### src/rtl/interrupt_pkg.sv
// rtl/interrupt_pkg.sv - shared types and vector-operation codes for interrupt_sequencer
// Purpose: the event kinds, the sequencer state encoding and the decode vector codes.
// Ports: none (package).
package interrupt_pkg;

  typedef enum logic [1:0] {
    NONE  = 2'b00,
    IRQ   = 2'b01,
    NMI   = 2'b10,
    RESET = 2'b11
  } int_kind_t;

  typedef enum logic [2:0] {
    ST_IDLE    = 3'd0,
    ST_REQ     = 3'd1,
    ST_SERVICE = 3'd2,
    ST_WAIT    = 3'd3,
    ST_STOP    = 3'd4
  } seq_state_t;

  // Bit order: {push_vector, push_resb, push_nmib, push_irqb, reset_stack}
  localparam logic [4:0] VEC_RESET = 5'b11001;
  localparam logic [4:0] VEC_NMI   = 5'b10100;
  localparam logic [4:0] VEC_IRQ   = 5'b10010;
  localparam logic [4:0] VEC_NONE  = 5'b00000;

  function automatic logic [4:0] vec_code(input int_kind_t kind);
    case (kind)
      RESET:   return VEC_RESET;
      NMI:     return VEC_NMI;
      IRQ:     return VEC_IRQ;
      default: return VEC_NONE;
    endcase
  endfunction

endpackage

### src/rtl/line_synchronizer.sv
// rtl/line_synchronizer.sv - multi-flop synchronizer for an active-low async line
// Purpose: brings an asynchronous active-low line into the clock domain.
// Ports:
//   i_clk    - sampling clock
//   i_resetn - synchronous active-low reset; every stage resets to 1 (line idle)
//   i_d      - asynchronous input
//   o_q      - synchronized output, DEPTH clocks behind i_d
module line_synchronizer #(
  parameter int DEPTH = 2
) (
  input  logic i_clk,
  input  logic i_resetn,
  input  logic i_d,
  output logic o_q
);

  logic [DEPTH-1:0] r_stage;

  always_ff @(posedge i_clk) begin
    if (!i_resetn) begin
      r_stage <= '1;
    end else begin
      r_stage <= {r_stage[DEPTH-2:0], i_d};
    end
  end

  assign o_q = r_stage[DEPTH-1];

endmodule

### src/rtl/interrupt_sequencer.sv
// rtl/interrupt_sequencer.sv - 65c02 interrupt/reset arbitration and service sequencer
// Purpose: synchronizes irqb/nmib, latches NMI edges, tracks post-reset and WAI/STP
// halt states, arbitrates at instruction boundaries and times vector service.
// Ports:
//   fclk, resb                 - clock, synchronous active-low reset
//   irqb, nmib                 - async interrupt lines (level / falling edge)
//   rdy                        - low freezes FSM and service counter
//   sync, i_flag               - instruction boundary strobe, status I bit
//   wai_exec, stp_exec         - WAI / STP execution pulses from decode
//   svc_ack                    - decode accepts the pending request
//   int_req, int_kind          - request and kind presented to decode
//   vector_operations          - decode push/stack control code during service
//   set_i, clear_d             - one-cycle flag update pulses at end of service
//   cpu_halt, seq_cycle        - halted (WAIT/STOP), service cycle index
module interrupt_sequencer
  import interrupt_pkg::*;
#(
  parameter int SYNC_STAGES    = 2,
  parameter int SERVICE_CYCLES = 7
) (
  input  logic       fclk,
  input  logic       resb,
  input  logic       irqb,
  input  logic       nmib,
  input  logic       rdy,
  input  logic       sync,
  input  logic       i_flag,
  input  logic       wai_exec,
  input  logic       stp_exec,
  input  logic       svc_ack,
  output logic       int_req,
  output logic [1:0] int_kind,
  output logic [4:0] vector_operations,
  output logic       set_i,
  output logic       clear_d,
  output logic       cpu_halt,
  output logic [2:0] seq_cycle
);

  localparam logic [2:0] LAST_SEQ = 3'(SERVICE_CYCLES - 1);

  logic       w_irqb_s;
  logic       w_nmib_s;
  logic       w_nmi_edge;
  logic       w_nmi_clr;
  logic       w_irq_active;
  int_kind_t  w_pend;

  logic       r_nmib_prev;
  logic       r_nmi_latch;
  logic       r_reset_pending;
  seq_state_t r_state;
  int_kind_t  r_kind;
  logic [2:0] r_seq;
  logic       r_set_i;

  line_synchronizer #(.DEPTH(SYNC_STAGES)) u_sync_irqb (
    .i_clk    (fclk),
    .i_resetn (resb),
    .i_d      (irqb),
    .o_q      (w_irqb_s)
  );

  line_synchronizer #(.DEPTH(SYNC_STAGES)) u_sync_nmib (
    .i_clk    (fclk),
    .i_resetn (resb),
    .i_d      (nmib),
    .o_q      (w_nmib_s)
  );

  assign w_nmi_edge   = r_nmib_prev & ~w_nmib_s;
  assign w_irq_active = ~w_irqb_s & ~i_flag;
  // NMI source is consumed when decode accepts an NMI request.
  assign w_nmi_clr    = rdy && (r_state == ST_REQ) && svc_ack && (r_kind == NMI);

  always_comb begin
    w_pend = NONE;
    if (r_reset_pending)   w_pend = RESET;
    else if (r_nmi_latch)  w_pend = NMI;
    else if (w_irq_active) w_pend = IRQ;
  end

  // Edge detection keeps running while rdy is low so no NMI edge is lost.
  // A new edge in the same cycle as the clear wins, so it is not dropped.
  always_ff @(posedge fclk) begin
    if (!resb) begin
      r_nmib_prev <= 1'b1;
      r_nmi_latch <= 1'b0;
    end else begin
      r_nmib_prev <= w_nmib_s;
      if (w_nmi_edge) begin
        r_nmi_latch <= 1'b1;
      end else if (w_nmi_clr) begin
        r_nmi_latch <= 1'b0;
      end
    end
  end

  always_ff @(posedge fclk) begin
    if (!resb) begin
      r_state         <= ST_IDLE;
      r_kind          <= NONE;
      r_seq           <= 3'd0;
      r_set_i         <= 1'b0;
      r_reset_pending <= 1'b1;
    end else if (rdy) begin
      r_set_i <= 1'b0;
      case (r_state)
        ST_IDLE: begin
          if (stp_exec) begin
            r_state <= ST_STOP;
          end else if (wai_exec) begin
            r_state <= ST_WAIT;
          end else if (sync && (w_pend != NONE)) begin
            r_state <= ST_REQ;
            r_kind  <= w_pend;
          end
        end
        // Kind is frozen here: later events or a dropped IRQ do not change it.
        ST_REQ: begin
          if (svc_ack) begin
            r_state <= ST_SERVICE;
            r_seq   <= 3'd0;
            if (r_kind == RESET) r_reset_pending <= 1'b0;
          end
        end
        ST_SERVICE: begin
          if (r_seq == LAST_SEQ) begin
            r_state <= ST_IDLE;
            r_kind  <= NONE;
            r_seq   <= 3'd0;
            r_set_i <= 1'b1;
          end else begin
            r_seq <= r_seq + 3'd1;
          end
        end
        ST_WAIT: begin
          if (r_nmi_latch) begin
            r_state <= ST_REQ;
            r_kind  <= NMI;
          end else if (!w_irqb_s) begin
            // A masked IRQ only wakes the core; it is not serviced.
            if (i_flag) begin
              r_state <= ST_IDLE;
            end else begin
              r_state <= ST_REQ;
              r_kind  <= IRQ;
            end
          end
        end
        ST_STOP: begin
          r_state <= ST_STOP;
        end
        default: begin
          r_state <= ST_IDLE;
          r_kind  <= NONE;
        end
      endcase
    end
  end

  assign int_req           = (r_state == ST_REQ);
  assign int_kind          = r_kind;
  assign vector_operations = (r_state == ST_SERVICE) ? vec_code(r_kind) : VEC_NONE;
  assign set_i             = r_set_i;
  assign clear_d           = r_set_i;
  assign cpu_halt          = (r_state == ST_WAIT) || (r_state == ST_STOP);
  assign seq_cycle         = r_seq;

endmodule

### config.mk
export PLATFORM = sky130hd
export DESIGN_NAME = interrupt_sequencer
export DESIGN_NICKNAME = d
export VERILOG_FILES = /design/src/rtl/interrupt_pkg.sv /design/src/rtl/line_synchronizer.sv /design/src/rtl/interrupt_sequencer.sv
export SDC_FILE = /design/constraint.sdc
export NUM_CORES = 1
export LEC_CHECK = 0
export CAP_MARGIN = 20
export CORE_MARGIN = 2
export CORE_UTILIZATION = 51
export DETAILED_ROUTE_END_ITERATION = 10
export HOLD_SLACK_MARGIN = 0.03
export PLACE_DENSITY = 0.83
export SLEW_MARGIN = 20
export SYNTH_ARGS = -nofsm -noshare
export SYNTH_HDL_FRONTEND = slang
export SYNTH_HIERARCHICAL = 1
export SYNTH_SLANG_ARGS = --single-unit
### constraint.sdc
create_clock -name fclk -period 3 [get_ports fclk]
set_input_delay 0.6 -clock fclk [delete_from_list [all_inputs] [get_ports fclk]]
set_output_delay 0.6 -clock fclk [all_outputs]
set_load 0.02 [all_outputs]
==> results of run 1 <==
cell type report:
type                            instances  area (µm²)
Clock buffer                            3       22.52
Fill cell                             142       564.3
Inverter                                2       7.507
Multi-Input combinational cell         80       569.3
Sequential cell                        16       320.3
Tap cell                               25       31.28
Timing Repair Buffer                   23       230.2
routing by layer:
metal | part of all wire | GRT usage
met5 | 0 | 0
met4 | 0.015 | 0.1111
met3 | 0.057 | 0.05000
met2 | 0.48 | 0.3507
met1 | 0.45 | 0.2633
power groups by stage:
stage / clock network (mW) / registers, mW / logic (mW)
after global placement: 0 / 0.243 / 0.0856
final: 0.115 / 0.240 / 0.0882
after CTS: 0.115 / 0.239 / 0.0881
after detailed placement: 0 / 0.244 / 0.0874
after floorplan: 0 / 0.236 / 0.0638
after global routing: 0.128 / 0.242 / 0.0949
synth_stat cells (all sizes together) (2+ instances only):
cell	number	area share
nor3b	2	0.026
a21boi	5	0.039
o21ai	9	0.047
a211oi	2	0.021
clkbuf	3	0.024
nand3b	2	0.016
inv	2	0.0079
nand4	2	0.013
a21oi	2	0.011
nor2b	4	0.026
nand3	2	0.011
and3	3	0.020
mux2i	3	0.032
nand2b	8	0.053
nor3	2	0.011
nand2	6	0.024
o21a	3	0.024
dfxtp	16	0.34
nor2	7	0.028
buf	4	0.033
final timing paths:
check                               from                      to  cells past startpoint
setup / recovery              r_state[1]    vector_operations[1]                      3
hold / removal    u_sync_nmib/r_stage[0]  u_sync_nmib/r_stage[1]                      1
setup reg to reg              r_state[2]              r_state[1]                      4
hold reg to reg   u_sync_nmib/r_stage[0]  u_sync_nmib/r_stage[1]                      1
cells by family (layout without fill, tap and decap cells):
group,after synthesis,in the layout
multiplexers,3,3
AND/OR/NAND/NOR,47,47
buffers and inverters,9,28
flip-flops,16,16
AO/OA/AOI/OAI,30,30
cells in the final DEF, fill, tap and decap left out, types with 3 or more instances in the layout:
| cell type | n |
|---|---|
| dfxtp_1 | 16 |
| clkdlybuf4s50_1 | 23 |
| nand2b_1 | 8 |
| mux2i_1 | 3 |
| nand2_1 | 6 |
| and3_1 | 3 |
| nor2b_1 | 4 |
| o21ai_0 | 8 |
| o21a_1 | 3 |
| nor2_1 | 7 |
| a21boi_0 | 4 |
| clkbuf_4 | 3 |
state kept, by name, indices dropped and copies added (netlist names):
signal and cells:
int_kind 2, r_nmi_latch 1, r_reset_pending 1, r_state 3, seq_cycle 3, u_sync_irqb/r_stage 2, r_nmib_prev 1, u_sync_nmib/r_stage 2
clear_d 1
==> flow_summary.yaml, run 1 <==
logic_synthesis:
  yosys.area_share.simple: 0.3250
  synth-edff-count: 0
  syn_nets: 115
  async_flop_share: 0
  synth_seq_cells: 16
  syn_area_um2: 950.9
  ys_seq_area_frac: 0.3368
  synth_ff_type: "dfxtp_1"
  synth_top_family_by_area: "simple AND/OR/NAND/NOR gates"
  synth_compound_area_frac: 0.2421
  muxShareOfSynthArea: 0.03158
  synth-xor-area-share: 0
  synthCells: 105
  syn_avg_cell_area_um2: 9.056
  synth_fa_ha_area_frac: 0
  yosys_warnings: 6
  ys_types: 45
routing:
  via_count: 893
  drt-pass1-iter-count: 6
  via_per_inst: 5.993
  totalWireLength_mm: 2.112
  final_antenna_net_count: 0
  wire_per_inst_um: 14.17
  drcViolationCount: 0
  drt_iter0_drc: 30
sta:
  tightest_slew_ps: 547.0
  hold_violations: 0
  min_period_over_period: 0.9247
  fin_worst_skew_ps: 3.827
  fmax_mhz: 360.5
  slew_violations: 0
  fin_setup_tns_ps: 0
  setup_viol_count_final: 0
  whs_ps: 424.3
  rsz0062_at_grt: "false"
  final.min_clock_period_ps: 2774
  relSlewSlack: 0.6342
  worst_slack_ps: 225.8
pwr:
  internal_power_uw: 315.5
  power_uw: 442.4
  comb_power_share: 0.199
  clkPwrFrac: 0.259
  power.leakage_nw: 0.4208
  peakVddDrop_mv: 0.3050
  swShare: 0.2868
  p_per_area_mw_per_mm2: 374.6
  seqPwrFrac: 0.542
  p_switching_uw: 126.9
place:
  hpwl_mm: 1.581
  portBuffers: 23
  place_congestion: 0.8890
  place_inst: 146
  dpl-instance-area_mm2: 0.001159
  pre_cts_ws_ps: 561.4
grt:
  grt_use_total: 0.2152
  grt_pass1_vias: 789
  grt_pass1_wl_mm: 3.374
  grt_max_degree: 18
  antenna_found_initial: 0
  gr-total-overflow: 0
clock_network:
  clk_pin_slew_ps: 90
  htreeDepth: 1
  clk_latency_ps: 290
  numCtsBuffers: 3
  cts.path.max_buffers: 2
  cts.sink_count: 16
  hold_buffers: 0
  root_buffer: "clkbuf_4"
  postCtsSetupRepairBufs: 0
  post_cts_resized: 0
  tritoncts: "done"
run_status:
  status: "finished clean"
finish:
  area_growth_syn_to_layout_pct: 24.21
  layout-drive-gt1-share: 0.08871
  fin_area_mm2: 0.001181
  post-route-util: 0.6767
  nNetsFinal: 136
  diodes: 0
  instances_no_fill: 149
floorplan:
  rows: 15
  io_pins: 24
  initial_core_util: 0.5448
  coreArea_mm2: 0.001745
  die_height_um: 47.18
  die-width_um: 47.18
  dieArea_mm2: 0.002226
job:
  maxCapViolations: 0
setup_path:
  worstPathMaxFanout: 14
  cp-end-kind: "output pin"
  required_ps: 2400
  crit_type: "reg -> out"
  reg2reg_slack_ps: 1210
  start_kind: "flip-flop"
  path_cells: "or3b_1, nor3_1, clkdlybuf4s50_1"
  cpPeakStageDelay_ps: 630
  crit_buf_inv: 1
  cp_top_family: "simple AND/OR/NAND/NOR gates"
  cpMaxStageDelayCell: "clkdlybuf4s50_1"
  arrival_ps: 2170
min_path:
  hold_class: "reg -> reg"
Power figures use the tool's default switching activity.
==> run 2: changes to the inputs <==
--- a/config.mk
+++ b/config.mk
@@ -7,10 +7,11 @@
 export LEC_CHECK = 0
 export CAP_MARGIN = 20
 export CORE_MARGIN = 2
-export CORE_UTILIZATION = 51
+export CORE_UTILIZATION = 54
+export CTS_BUF_LIST = sky130_fd_sc_hd__clkbuf_8
 export DETAILED_ROUTE_END_ITERATION = 10
 export HOLD_SLACK_MARGIN = 0.03
-export PLACE_DENSITY = 0.83
+export PLACE_DENSITY = 0.87
 export SLEW_MARGIN = 20
 export SYNTH_ARGS = -nofsm -noshare
 export SYNTH_HDL_FRONTEND = slang
==> flow_summary.yaml, run 2 (synthesis results as in run 1) <==
run_status:
  status: "finished clean"
clock_network:
  cts.sink_count: 16
  post_cts_resized: 0
  tritoncts: "done"
  numCtsBuffers: 3
  root_buffer: "clkbuf_8"
  clk_latency_ps: 260
  clk_pin_slew_ps: 60
  hold_buffers: 0
  htreeDepth: 1
  postCtsSetupRepairBufs: 0
  cts.path.max_buffers: 2
routing:
  final_antenna_net_count: 0
  drt-pass1-iter-count: 4
  totalWireLength_mm: 2.185
  dr_wl_met3_um: 92
  met2_length_mm: 1.024
  via_per_inst: 6.134
  drcViolationCount: 0
  via_count: 871
  top_layer_used: "met4"
  wire_per_inst_um: 15.39
  drt_iter0_drc: 36
  met1_length_mm: 1.030
setup_path:
  start_kind: "flip-flop"
  crit_type: "reg -> out"
  r2r_cells: 4
  r2r-end: "r_state[1]"
  reg2reg_slack_ps: 1210
  required_ps: 2400
  worstPathMaxFanout: 14
  cp-end-kind: "output pin"
  regToRegStartpoint: "r_state[2]"
  crit_start: "r_state[1]"
  endpoint: "vector_operations[1]"
  arrival_ps: 2190
finish:
  seqCellArea_um2: 320.3
  multiInputGateArea_um2: 569.3
  final_cell_mix: "clkdlybuf4s50_1, dfxtp_1, o21ai_0, nand2b_1, nor2_1"
  area_growth_syn_to_layout_pct: 26.58
  n_fill_cell: 132
  post-route-util: 0.7126
  final_common_cell: "clkdlybuf4s50_1"
  diodes: 0
  nNetsFinal: 136
  layout-drive-gt1-share: 0.09600
  instances_no_fill: 142
sta:
  fmax_mhz: 358.1
  min_period_over_period: 0.9310
  final.min_clock_period_ps: 2793
  whs_ps: 406.9
  rsz0062_at_grt: "false"
  setup_viol_count_final: 0
  hold_violations: 0
  fin_worst_skew_ps: 11.03
  slew_violations: 0
  fin_setup_tns_ps: 0
  worst_slack_ps: 207.1
  tightest_slew_ps: 562.1
  relSlewSlack: 0.6241
floorplan:
  die-width_um: 45.97
  rows: 15
  die_height_um: 45.97
  io_pins: 24
  dieArea_mm2: 0.002113
  initial_core_util: 0.5630
  coreArea_mm2: 0.001689
pwr:
  peakVddDrop_mv: 0.3392
  p_per_area_mw_per_mm2: 435.7
  power.leakage_nw: 0.4358
place:
  hpwl_mm: 1.590
  pre_cts_ws_ps: 555.0
  portBuffers: 23
  place_congestion: 0.8902
  place_inst: 138
job:
  maxCapViolations: 0
min_path:
  hold_class: "reg -> reg"
grt:
  grt_use_total: 0.2244
  grt_pass1_wl_mm: 3.387
  grt_max_degree: 18
  gr-total-overflow: 0
  grt_pass1_vias: 776
  antenna_found_initial: 0
run 2: changes by cell type in the layout (fill, tap and decap cells not counted):
| cell | before | now |
|---|---|---|
| clkbuf_8 | 0 | 4 |
| clkbuf_4 | 3 | 0 |
run 2: worst min-delay path by stage:
stage | from | end | slack, ps | cells past startpoint
floorplan | u_sync_irqb/r_stage[0] | u_sync_irqb/r_stage[1] | 390 | 1
global placement | u_sync_irqb/r_stage[0] | u_sync_irqb/r_stage[1] | 400 | 1
detailed placement | u_sync_irqb/r_stage[0] | u_sync_irqb/r_stage[1] | 400 | 1
CTS | u_sync_irqb/r_stage[0] | u_sync_irqb/r_stage[1] | 410 | 1
global route | u_sync_irqb/r_stage[0] | u_sync_irqb/r_stage[1] | 420 | 1
finish | u_sync_irqb/r_stage[0] | u_sync_irqb/r_stage[1] | 410 | 1
run 2: final cells by class:
cell class / count / share of cell area
clock buffer: 4 / 0.04574
inverter: 2 / 0.006237
multi-input combinational: 80 / 0.4730
sequential: 16 / 0.2661
tap: 17 / 0.01767
timing repair buffer: 23 / 0.1913
run 2: power by group:
part	switching, mW	internal [mW]	total (mW)	leakage (nW)
clock network	0.0787	0.117	0.195	0.0288
logic	0.0411	0.0480	0.0891	0.276
registers	0.0190	0.221	0.240	0.131
total	0.139	0.386	0.524	0.436
run 2: metal layers:
metal,track usage,up-vias
met2,0.3194,30
met1,0.3141,415
met3,0.05159,6
met4,0.1086,0
li1,-,420
met5,0,-
run 2: worst max-delay path: stages, from the launching register on:
cell	delay (ps)
dfxtp_1	570
or3b_1	520
nor3_1	220
clkdlybuf4s50_1	640
run 2: through the flow:
stage / power, mW / instance area [µm²]
6_report: 0.5245 / 1204
5_1_grt: 0.5416 / 1204
4_1_cts: 0.5220 / 1204
3_5_place_dp: 0.3319 / 1149
3_3_place_gp: 0.3285 / 1149
2_1_floorplan: 0.2996 / 950.9
==> run 3: changes to the inputs <==
--- a/config.mk
+++ b/config.mk
@@ -9,6 +9,7 @@
 export CORE_MARGIN = 2
 export CORE_UTILIZATION = 54
 export CTS_BUF_LIST = sky130_fd_sc_hd__clkbuf_8
+export CTS_CLUSTER_DIAMETER = 30
 export DETAILED_ROUTE_END_ITERATION = 10
 export HOLD_SLACK_MARGIN = 0.03
 export PLACE_DENSITY = 0.87
==> results of run 3 <==
Same layout as run 2: the final DEF is identical, and so are final timing and power.
